**config.mk**
```make
export PLATFORM = sky130hd
export DESIGN_NAME = fifo_thresh
export DESIGN_NICKNAME = d
export VERILOG_FILES = /design/src/rtl/fifo_thresh.sv
export SDC_FILE = /design/constraint.sdc
export NUM_CORES = 1
export LEC_CHECK = 0
export CAP_MARGIN = 20
export CORE_UTILIZATION = 44
export CTS_CLUSTER_DIAMETER = 120
export CTS_CLUSTER_SIZE = 20
export DETAILED_ROUTE_END_ITERATION = 8
export GPL_TIMING_DRIVEN = 0
export PLACE_DENSITY = 0.77
export SLEW_MARGIN = 0
export SYNTH_ARGS = -nofsm -noshare
export SYNTH_HDL_FRONTEND = slang
export SYNTH_SLANG_ARGS = --single-unit
```
**constraint.sdc**
```tcl
create_clock -name clk -period 1.7 [get_ports clk]
set_clock_uncertainty 0.2 [all_clocks]
set_input_delay 0.255 -clock clk [delete_from_list [all_inputs] [get_ports clk]]
set_output_delay 0.255 -clock clk [all_outputs]
set_load 0.005 [all_outputs]
```
**src/rtl/fifo_thresh.sv**
```systemverilog
// -----------------------------------------------------------------------------
// fifo_thresh
//   Synchronous first-word-fall-through FIFO with occupancy thresholds and
//   registered overflow/underflow error pulses.
//
//   Ports
//     clk           sole clock, rising edge
//     reset         asynchronous, active-low reset
//     clear         synchronous flush, active-high, overrides push/pop
//     in            write data, sampled with push
//     push          write request
//     pop           read request
//     out           head-of-queue data, zero when empty
//     full          count == DEPTH
//     empty         count == 0
//     almost_full   count >= AF_LEVEL
//     almost_empty  count <= AE_LEVEL
//     count         current occupancy, 0..DEPTH
//     overflow      one-cycle pulse after a rejected push
//     underflow     one-cycle pulse after a rejected pop
// -----------------------------------------------------------------------------
module fifo_thresh #(
   parameter int DEPTH    = 4,
   parameter int WIDTH    = 2,
   parameter int AF_LEVEL = DEPTH - 1,
   parameter int AE_LEVEL = 1
) (
   input  logic                     clk,
   input  logic                     reset,
   input  logic                     clear,
   input  logic [WIDTH-1:0]         in,
   input  logic                     push,
   input  logic                     pop,
   output logic [WIDTH-1:0]         out,
   output logic                     full,
   output logic                     empty,
   output logic                     almost_full,
   output logic                     almost_empty,
   output logic [$clog2(DEPTH):0]   count,
   output logic                     overflow,
   output logic                     underflow
);

   localparam int PW = $clog2(DEPTH);
   localparam int CW = PW + 1;

   localparam logic [CW-1:0] DEPTH_C = CW'(DEPTH);
   localparam logic [CW-1:0] AF_C    = CW'(AF_LEVEL);
   localparam logic [CW-1:0] AE_C    = CW'(AE_LEVEL);

   logic [WIDTH-1:0] mem_q [DEPTH];

   logic [PW-1:0] wr_ptr_q, wr_ptr_d;
   logic [PW-1:0] rd_ptr_q, rd_ptr_d;
   logic [CW-1:0] count_q,  count_d;
   logic          overflow_q,  overflow_d;
   logic          underflow_q, underflow_d;

   logic full_w;
   logic empty_w;
   logic push_ok;
   logic pop_ok;

   // Flags come from the registered count only, never from this cycle's requests.
   assign full_w  = (count_q == DEPTH_C);
   assign empty_w = (count_q == '0);

   // A push at full is still taken when a pop frees the head slot on the same
   // edge; the pop side reads before the write lands, so no data is lost.
   // A pop never bypasses a push into an empty queue.
   assign pop_ok  = pop  & ~empty_w;
   assign push_ok = push & (~full_w | pop);

   always_comb begin
      wr_ptr_d    = wr_ptr_q;
      rd_ptr_d    = rd_ptr_q;
      count_d     = count_q;
      overflow_d  = 1'b0;
      underflow_d = 1'b0;

      if (clear) begin
         wr_ptr_d = '0;
         rd_ptr_d = '0;
         count_d  = '0;
      end else begin
         overflow_d  = push & full_w & ~pop;
         underflow_d = pop & empty_w;

         // DEPTH is a power of two, so pointer wrap is plain modular overflow.
         if (push_ok) begin
            wr_ptr_d = wr_ptr_q + PW'(1);
         end
         if (pop_ok) begin
            rd_ptr_d = rd_ptr_q + PW'(1);
         end

         unique case ({push_ok, pop_ok})
            2'b10:   count_d = count_q + CW'(1);
            2'b01:   count_d = count_q - CW'(1);
            default: count_d = count_q;
         endcase
      end
   end

   always_ff @(posedge clk or negedge reset) begin
      if (!reset) begin
         wr_ptr_q    <= '0;
         rd_ptr_q    <= '0;
         count_q     <= '0;
         overflow_q  <= 1'b0;
         underflow_q <= 1'b0;
      end else begin
         wr_ptr_q    <= wr_ptr_d;
         rd_ptr_q    <= rd_ptr_d;
         count_q     <= count_d;
         overflow_q  <= overflow_d;
         underflow_q <= underflow_d;
      end
   end

   // Storage is not reset; stale words are never visible because out is
   // masked while empty and pointers restart at zero.
   always_ff @(posedge clk) begin
      if (!clear && push_ok) begin
         mem_q[wr_ptr_q] <= in;
      end
   end

   assign out          = empty_w ? '0 : mem_q[rd_ptr_q];
   assign full         = full_w;
   assign empty        = empty_w;
   assign almost_full  = (count_q >= AF_C);
   assign almost_empty = (count_q <= AE_C);
   assign count        = count_q;
   assign overflow     = overflow_q;
   assign underflow    = underflow_q;

endmodule

```
==> reports/summary.md <==
• **result of the run** complete, but fails checks
• **failing checks** setup timing
• **via count of the first global-routing pass** 848
• **Mapped Area** 985 sq um
• **worst-path cell chain** inv_2 > ha_4 > buf_12 > nand2b_4 > and2_4 > buf_6
• **fin worst setup slack** -0.225 ns
• **total CTS buffers** 3
• **critical path launch point type** register
• **Synth-to-Final Area Change** 50.3%
• **number of buffers added on ports** 17
• **effective utilization at floorplan** 0.482
• **delay of the slowest critical-path stage** 0.42 ns
• **number of detailed-route iterations in the first pass** 6
• **Sink Count** 17
• **worst-skew pair later-pin latency** 0.29 ns
• **maximum fanout along the worst path** 6
• **root buffer cell** sky130_fd_sc_hd__clkbuf_4
• **Initial DRC Count** 20
• **VDD IR max** 1260 uV
• **half-perimeter wire length after detailed placement** 1.37 mm
• **Max Slew Vio Count** 0
• **leading post-synthesis cells by instance count** 9 x sky130_fd_sc_hd__dfrtp_1, 9 x sky130_fd_sc_hd__ha_1, 8 x sky130_fd_sc_hd__edfxtp_1, 8 x sky130_fd_sc_hd__nor2_1, 7 x sky130_fd_sc_hd__and2_1
• **sequential-to-total area share from yosys stat** 0.473
• **total wirelength of the detailed-routed design** 2.56 mm
• **die outline width** 49.3 um
• **unrepaired setup endpoints after global routing** true
• **number of endpoints with negative hold slack in the final report** 0
• **number of antenna violations at the first check in global routing** 0
• **total DRC errors in the routed layout** 0
• **R2R depth** 8
• **cell type of the slowest stage on the worst timing path** sky130_fd_sc_hd__dfrtp_1
• **synthesized instance count** 86
• **crit path capture type** output pin
• **number of violations of the max-capacitance limit** 0
• **worst min-delay path class** in2async
• **Unique masters post-synth** 29
• **minimum clock period** 1.93 ns
• **clock-pin slew reported for the worst setup and hold paths after clock tree synthesis** 0.10 ns
• **Top Ports** 18
• **via count normalized by instance count** 5.25
• **Data required, critical path** 1.24 ns
• **post-route total power** 2.38 mW
• **Post-Place Worst Slack** -0.354 ns
• **Setup TNS Final** -1.35 ns
• **TritonCTS clock tree** yes
• **fraction of layout cells with a size suffix above 1** 0.472
• **top cells by area, synth** sky130_fd_sc_hd__edfxtp_1 24%, sky130_fd_sc_hd__dfrtp_1 23%, sky130_fd_sc_hd__ha_1 11%, sky130_fd_sc_hd__mux4_2 4.6%, sky130_fd_sc_hd__and2_1 4.4%
• **data arrival time of the worst path** 1.47 ns
• **overflow left after global routing** 0
• **class of the most critical setup path** reg2out
• **fraction of the cycle the final worst path needs** 1.13
• **final weighted congestion in routability-driven placement** 0.772
• **maximum number of pins on one net before global-route repair** 11
• **vertical extent of the die** 49.3 um
• **most area-hungry cell type in the Yosys netlist** sky130_fd_sc_hd__edfxtp_1
• **Longest Clk Path Bufs** 2
• **count of hold buffers inserted by post-cts repair** 0
• **via total after detailed routing** 809
• **die area** 2430 sq um
• **reg-to-reg startpoint** count[1]
• **proportion of register bits with asynchronous set or reset after synthesis** 0.529
• **All-Layer GR Usage** 0.221
• **antenna diode instance count** 0
• **endpoint of the lowest-slack register-to-register path** count[0]
• **Placed Cells** 130
• **mean routed wirelength per cell** 16.6 um
• **prevailing post-synth register cell** sky130_fd_sc_hd__dfrtp_1
• **total core area** 2040 sq um
• **Final setup violation count** 9
• **count of antenna-violating nets left after detailed routing** 0
• **average instance area after synthesis** 11.4 sq um
• **global-route wire length before repair** 3.95 mm
• **Worst R2R Setup Slack** -0.15 ns
• **standard-cell row count** 16
• **slew margin rel.** 0.666
• **leak pwr** 0.628 nW
• **H-tree levels** 1
• **power density of the placed cells** 1610 nW/um^2
• **Syn Nets** 102
• **number of enable-type register cells in the synthesized netlist** 8
• **Synth Register Bits** 17
• **Fmax** 519 MHz
• **yosys warns** 0
• **slew at the pin with the worst max-slew slack** 0.501 ns
• **area share of the largest cell type after synthesis** 0.244
• **Cell Count, Final, Fillers Out** 154
• **number of nets in the layout** 144
==> layout make-up <==
cell class	instances	area, sq um
Sequential cell	17	467
Buffer	4	23.8
Clock buffer	4	26.3
Fill cell	134	562
Inverter	6	25.0
Multi-Input combinational cell	59	569
Timing Repair Buffer	37	335
Tap cell	27	33.8
==> placed cells by master, fill, tap and decap left out, drive strengths merged <==
cell type	n
buf	28
clkdlybuf4s50	9
dfrtp	9
ha	9
edfxtp	8
nor2	8
and2	7
clkbuf	7
inv	6
nand2	4
xnor2	3
nand3	3
nor3b	3
nand2b	3
a21oi	3
mux4	2
nand3b	2
xor2	2
o21ai	2
and3b	1
maj3	1
a41oi	1
o211a	1
nor2b	1
a221oi	1
o32a	1
o32ai	1
clkdlybuf4s15	1
==> worst max-delay path: cells and delay by family (launching register included) <==
kind          cells  cell delay [ns]
buf+inv           3             0.31
flops             1             0.42
simple gates      2             0.25
fa+ha+maj         1             0.18
==> routing by layer <==
layer	up-vias	GRT usage	wire length (um)
met5	-	0	0
met4	0	0.0931	104
met3	13	0.0779	146
met2	36	0.377	1330
met1	380	0.246	973
li1	380	-	-
==> worst max-delay path by stage <==
stage                            from          end
after floorplan              count[0]  mem_q[0][0]
after global placement            pop  mem_q[0][1]
after detailed placement          pop  mem_q[1][1]
after CTS                 rd_ptr_q[0]       out[1]
after global routing         count[1]       out[1]
final                        count[1]       out[1]
==> timing repair <==
item                                    in CTS  in global routing
setup buffers                               18                  3
pin swaps                                   11                 11
hold endpoints to repair                     0                  0
gates resized for setup                     45                 16
endpoints found under the setup margin      19                 22
==> flip-flops by register name (all words and copies together) (netlist names) <==
signal     count
mem_q          8
count          3
rd_ptr_q       2
wr_ptr_q       2
underflow      1
overflow       1
==> report_power, final <==
group	switching, mW	internal, mW	total [mW]
logic	0.671	0.937	1.61
clock network	0.127	0.0914	0.218
registers	0.0571	0.493	0.550
==> logic make-up after synthesis <==
logic type	Yosys count	synth area share
simple gates	32	0.188
flops	17	0.473
compound gates	10	0.0788
fa+ha+maj	10	0.126
mux	2	0.0457
xor+xnor	5	0.0445
buf+inv	10	0.0445
==> metrics by stage <==
step	instance area, sq um	util	hold slack [ns]
6_report	1480	0.725	0.0610
2_1_floorplan	997	-	-0.241
3_3_place_gp	1200	0.588	0.363
4_1_cts	1430	0.699	0.0610
5_1_grt	1480	0.725	0.0750
3_5_place_dp	1200	0.588	0.378
Note: power is estimated with default switching activity, not from simulation.
